**src/rtl/redmule_tcdm_arbiter.sv**
```systemverilog
// Round-robin arbiter sharing one TCDM master port among NR requesters; responses are routed in order via an ID FIFO.
// Zero-cycle grant and response routing; a stalled winner stays locked until granted; requests are held off while MAX_OUT transactions are outstanding.
module redmule_tcdm_arbiter #(
  parameter int NR      = 2,
  parameter int DW      = 256,
  parameter int AW      = 32,
  parameter int MAX_OUT = 4
) (
  input  logic                   clk_i,
  input  logic                   rst_i,
  input  logic [NR-1:0]          req_i,
  output logic [NR-1:0]          gnt_o,
  input  logic [NR*AW-1:0]       add_i,
  input  logic [NR-1:0]          wen_i,
  input  logic [NR*(DW/8)-1:0]   be_i,
  input  logic [NR*DW-1:0]       data_i,
  output logic [DW-1:0]          r_data_o,
  output logic [NR-1:0]          r_valid_o,
  output logic                   tcdm_req_o,
  input  logic                   tcdm_gnt_i,
  output logic [AW-1:0]          tcdm_add_o,
  output logic                   tcdm_wen_o,
  output logic [DW/8-1:0]        tcdm_be_o,
  output logic [DW-1:0]          tcdm_data_o,
  input  logic [DW-1:0]          tcdm_r_data_i,
  input  logic                   tcdm_r_valid_i,
  output logic                   busy_o,
  output logic                   err_o
);

  localparam int IW = (NR > 1) ? $clog2(NR) : 1;
  localparam int PW = (MAX_OUT > 1) ? $clog2(MAX_OUT) : 1;
  localparam int CW = $clog2(MAX_OUT + 1);
  localparam int BW = DW / 8;

  logic [IW-1:0] rr_ptr_q, rr_ptr_d;
  logic [IW-1:0] lock_id_q, lock_id_d;
  logic          lock_q, lock_d;
  logic          err_q, err_d;
  logic [IW-1:0] fifo_q [MAX_OUT];
  logic [PW-1:0] wr_ptr_q, wr_ptr_d;
  logic [PW-1:0] rd_ptr_q, rd_ptr_d;
  logic [CW-1:0] cnt_q, cnt_d;

  logic [IW-1:0] winner;
  logic          any_req, full, push, pop, spurious, lock_hold, lock_drop;

  assign any_req   = |req_i;
  assign full      = (cnt_q == CW'(MAX_OUT));
  assign lock_hold = lock_q & req_i[lock_id_q];
  assign lock_drop = lock_q & ~req_i[lock_id_q];

  // Round-robin search from rr_ptr; a held lock overrides the search.
  always_comb begin
    int  idx;
    logic found;
    idx    = 0;
    found  = 1'b0;
    winner = rr_ptr_q;
    for (int k = 0; k < NR; k++) begin
      idx = int'(rr_ptr_q) + k;
      if (idx >= NR) idx = idx - NR;
      if (!found && req_i[idx]) begin
        winner = IW'(idx);
        found  = 1'b1;
      end
    end
    if (lock_hold) winner = lock_id_q;
  end

  assign tcdm_req_o  = ~rst_i & any_req & ~full;
  assign push        = tcdm_req_o & tcdm_gnt_i;
  assign pop         = ~rst_i & tcdm_r_valid_i & (cnt_q != '0);
  assign spurious    = tcdm_r_valid_i & (cnt_q == '0);

  assign tcdm_add_o  = tcdm_req_o ? add_i[int'(winner)*AW +: AW]   : '0;
  assign tcdm_wen_o  = tcdm_req_o ? wen_i[winner]                  : 1'b0;
  assign tcdm_be_o   = tcdm_req_o ? be_i[int'(winner)*BW +: BW]    : '0;
  assign tcdm_data_o = tcdm_req_o ? data_i[int'(winner)*DW +: DW]  : '0;

  always_comb begin
    gnt_o         = '0;
    gnt_o[winner] = push;
  end

  always_comb begin
    r_valid_o                   = '0;
    r_valid_o[fifo_q[rd_ptr_q]] = pop;
  end

  assign r_data_o = tcdm_r_data_i;
  assign busy_o   = ~rst_i & ((cnt_q != '0) | any_req | lock_q);
  assign err_o    = err_q;

  always_comb begin
    rr_ptr_d  = rr_ptr_q;
    lock_d    = lock_q;
    lock_id_d = lock_id_q;
    if (push) begin
      rr_ptr_d = (winner == IW'(NR - 1)) ? '0 : winner + 1'b1;
      lock_d   = 1'b0;
    end else if (tcdm_req_o) begin
      lock_d    = 1'b1;
      lock_id_d = winner;
    end else if (lock_drop) begin
      lock_d = 1'b0;
    end
  end

  always_comb begin
    wr_ptr_d = wr_ptr_q;
    rd_ptr_d = rd_ptr_q;
    cnt_d    = cnt_q;
    if (push) wr_ptr_d = (wr_ptr_q == PW'(MAX_OUT - 1)) ? '0 : wr_ptr_q + 1'b1;
    if (pop)  rd_ptr_d = (rd_ptr_q == PW'(MAX_OUT - 1)) ? '0 : rd_ptr_q + 1'b1;
    if (push && !pop)      cnt_d = cnt_q + 1'b1;
    else if (pop && !push) cnt_d = cnt_q - 1'b1;
  end

  assign err_d = err_q | spurious | lock_drop;

  always_ff @(posedge clk_i) begin
    if (rst_i) begin
      rr_ptr_q  <= '0;
      lock_q    <= 1'b0;
      lock_id_q <= '0;
      err_q     <= 1'b0;
      wr_ptr_q  <= '0;
      rd_ptr_q  <= '0;
      cnt_q     <= '0;
    end else begin
      rr_ptr_q  <= rr_ptr_d;
      lock_q    <= lock_d;
      lock_id_q <= lock_id_d;
      err_q     <= err_d;
      wr_ptr_q  <= wr_ptr_d;
      rd_ptr_q  <= rd_ptr_d;
      cnt_q     <= cnt_d;
    end
  end

  always_ff @(posedge clk_i) begin
    if (push) fifo_q[wr_ptr_q] <= winner;
  end

endmodule

```
**config.mk**
```make
export PLATFORM = sky130hd
export DESIGN_NAME = redmule_tcdm_arbiter
export DESIGN_NICKNAME = d
export VERILOG_FILES = /design/src/rtl/redmule_tcdm_arbiter.sv
export SDC_FILE = /design/constraint.sdc
export NUM_CORES = 1
export LEC_CHECK = 0
export CORE_AREA = 8 8 565 567
export CTS_CLUSTER_DIAMETER = 40
export DETAILED_ROUTE_END_ITERATION = 8
export DIE_AREA = 0 0 573 575
export HOLD_SLACK_MARGIN = 0.1
export PLACE_DENSITY_LB_ADDON = 0.25
export SYNTH_ARGS = -nofsm -noshare
export SYNTH_HDL_FRONTEND = slang
export SYNTH_SLANG_ARGS = --single-unit
```
**constraint.sdc**
```tcl
create_clock -name clk_i -period 3 [get_ports clk_i]
set_input_delay 0.45 -clock clk_i [delete_from_list [all_inputs] [get_ports clk_i]]
set_output_delay 0.45 -clock clk_i [all_outputs]
set_load 0.005 [all_outputs]
```
==> impl_summary.md <==
GRT
The global-route wire length before repair is 279 mm. The residual overflow from global routing is 0. Entering global routing, the biggest net connects 35 pins. Global routing used 14.1% of the available tracks across all layers. The via count of the first global-routing pass came to 15000. The number of antenna violations at the first check in global routing is 130.

Clock network
At the later pin of the worst-skew pair, clock insertion delay measures 0.25 ns. The buffer depth of the longest clock path is 2. The cell sitting at the root of the clock tree is a clkbuf_16. The number of buffers inserted during clock tree synthesis is 3. The clock tree from TritonCTS is done. Buffers inserted to repair hold after CTS numbered 0. The H-tree depth is 1. The clock transition at the registers of the reported paths is 0.05 ns. The sink count of the clock tree is 17.

Synth
The flop and latch count out of synthesis is 17. A synthesized cell averages 6.35 sq um. Summing every instance area after synthesis gives 8970 sq um. Counting flops with a built-in enable in the synthesized netlist gives 4.

The number of unique standard cell types used by synthesis is 34. The most used flip-flop cell after synthesis is dfxtp_1. The dominant cell type by area after synthesis is mux2i_1. Of all flip-flops after synthesis, the portion carrying an async set or reset was 0%. The top cell type by area accounts for 36.0% of the synthesized area. By area the synthesized netlist is led by mux2i_1 36%, nand2_1 27%, buf_4 23%. Sequential elements use 4.24% of the synthesized area. The post-synth net total is 2324. The Yosys step of the flow raised 0 warnings.

In the synthesized netlist, the number of instances is 1413.

Pwr
Power spread over the standard cell area amounts to 311 nW/um^2. The total leakage power is 11.1 nW. IR analysis of the VDD net gives a maximum drop of 0.000174 V. Summing internal, switching and leakage power gives 0.00870 W.

Cells and area
At the end of the flow the core is filled with cells to 9.01%. Excluding fillers, the count of instances in the completed layout stands at 6529. The commonest non-fill, non-tap cell in the layout is clkdlybuf4s50_1. Compared with the post-synthesis result, the final layout area differs by 212%. The layout cell share with drive strength beyond 1 is 31.2%.

The final-stage net count is 3288. The library cells used most frequently in the layout, excluding fill and tap cells, are 672 x clkdlybuf4s50_1, 606 x nand2_1, 269 x buf_4, 237 x mux2i_1, 231 x buf_12.

Timing
At the pin with the least slew margin, the transition time is 0.615 ns. The worst setup slack after layout is -0.0113 ns. Headroom to the max-slew limit came out at 58.7%.

The final critical-path share of the clock period is 100%. The post-route setup TNS is -0.0293 ns. Setup repair after global routing could not meet its margin everywhere. For the final database, setup skew stands at 0.00122 ns. Setup violations remaining at the end of the flow were counted as 3. Final hold analysis gives a worst-case slack of 0.506 ns. The post-route minimum period is 3.01 ns. The final max-slew violation count is 0. The number of hold violations in the final report is 0. Static timing analysis puts the maximum clock frequency at 332 MHz.

Run status
The flow ran to the end, but the final reports show violations. The checks that failed: setup timing.

Worst setup path
The endpoint identified for the worst register-to-register timing path is cnt_q[2]. The required time of the critical path is 2.55 ns. Counting cells, the worst reg-to-reg path comes to 9.

Tracing the worst setup path back leads to its startpoint at req_i[0]. The worst setup path is captured at a primary output. In this run the register-to-register setup slack is 0.36 ns.

In this run the worst path has a maximum fanout of 29. The destination of the critical timing path is tcdm_be_o[1]. Data on the critical path arrives at its endpoint at 2.56 ns. The worst register-to-register path begins at cnt_q[1]. The category of the critical setup timing path is primary input to primary output. The worst setup path is launched from a primary input.

Detailed routing
In the routed layout, each cell is associated on average with a via count of 2.21. After detailed routing, the average wire length per cell comes to 37.5 um. The first-pass iteration count of the detailed router is 4.

The count of vias placed by the detailed router is 14400. For this block, the initial DRC count from the detailed router was 583. The routed wire length is 245 mm. In this run the remaining antenna-violating nets after routing total 0. In the routed design, unresolved DRC markers number 0.

Placement
The post-placement cell count is 6453. The count of buffers added on input and output ports is 975. The half-perimeter wire length after detailed placement is 230 mm. The congestion estimate from routability-driven global placement came to 0.852.

Die
The die width is 573 um. The I/O pin count is 1488. The initial utilization of the core area, before any placement, comes to 2.89%. The area of the die is 329000 sq um. The core area is 310000 sq um. The floorplan step set the die height to 575 um. The floorplan has 205 rows.

Worst hold path
The class of the tightest hold or removal check is flop to flop.

Job
Across the run, the number of max-cap violations was 0.
[critical path: stages]
cell and delay (ns):
buf_2 0.14, buf_4 0.14, nand2_1 0.06, a22oi_2 0.22, buf_6 0.15, buf_16 0.18
buf_16 0.32, mux2i_2 0.35, buf_4 0.18, buf_12 0.12
[how the worst min path moves through the flow]
stage                      from           to  slack (ns)  cells past startpoint
floorplan              rr_ptr_q     rr_ptr_q        0.44                      2
global placement    wr_ptr_q[1]  wr_ptr_q[1]        0.48                      2
detailed placement     rr_ptr_q     rr_ptr_q        0.50                      2
CTS                    rr_ptr_q     rr_ptr_q        0.51                      2
global route           rr_ptr_q     rr_ptr_q        0.53                      2
finish                 rr_ptr_q     rr_ptr_q        0.51                      2
[power by group]
| part | switching [W] | leakage (nW) | internal, W |
|---|---|---|---|
| Sequential | 0.0000266 | 0.144 | 0.000271 |
| Combinational | 0.00381 | 10.9 | 0.00432 |
| Clock | 0.0000873 | 0.0382 | 0.000180 |
| Total | 0.00393 | 11.1 | 0.00477 |
[logic make-up (layout without fill, tap and decap cells)]
logic type,after synthesis,count (layout),share of synthesized area [%]
AND/OR/NAND/NOR,673,673,28.7
buffers and inverters,375,1338,28.5
multiplexers,325,325,36.4
flip-flops,17,17,4.24
AO/OA/AOI/OAI,14,14,0.907
adder cells (fa/ha/maj),7,7,1.06
XOR/XNOR,2,2,0.195
other,0,13,0
[routing by layer]
metal | share of wire, % | GRT usage [%] | vias up
met1 | 27 | 11.0 | 6498
met5 | 0.086 | 0 | -
li1 | - | - | 6213
met3 | 25 | 16.6 | 262
met4 | 2.4 | 2.36 | 32
met2 | 45 | 23.1 | 1392
[final cells by class]
type,instances,area [sq um]
Fill cell,36200,282000
Timing Repair Buffer,1323,15400
Multi-Input combinational cell,1021,6790
Tap cell,4140,5180
Sequential cell,17,382
Clock buffer,4,78.8
Inverter,10,53.8
Antenna cell,13,32.5
Timing Repair inverter,1,8.76
[synth_stat cells, types with 2 or more instances]
master / instances
nand2_1: 647
mux2i_1: 323
buf_4: 274
buf_2: 85
dfxtp_1: 13
nor2_1: 10
inv_1: 8
ha_1: 6
a21oi_1: 5
and3_2: 4
edfxtp_1: 4
o21ai_0: 4
nand3_1: 3
buf_1: 2
buf_6: 2
clkbuf_1: 2
nor3_1: 2
or3_1: 2
xor2_1: 2
[what timing repair did]
action                                  CTS  global route
buffers inserted                         29             9
endpoints found under the setup margin  324           153
cloned                                   21             6
resized for setup                       319            95
pin swaps                                10             3
[through the flow]
stage          instance area, sq um  setup slack (ns)
2_1_floorplan                  8970             0.609
3_3_place_gp                  25800            -0.901
3_5_place_dp                  25800            -0.909
4_1_cts                       27600           -0.0858
5_1_grt                       27900           -0.0829
6_report                      28000           -0.0113
No activity file was read; power rests on OpenSTA's default activity.
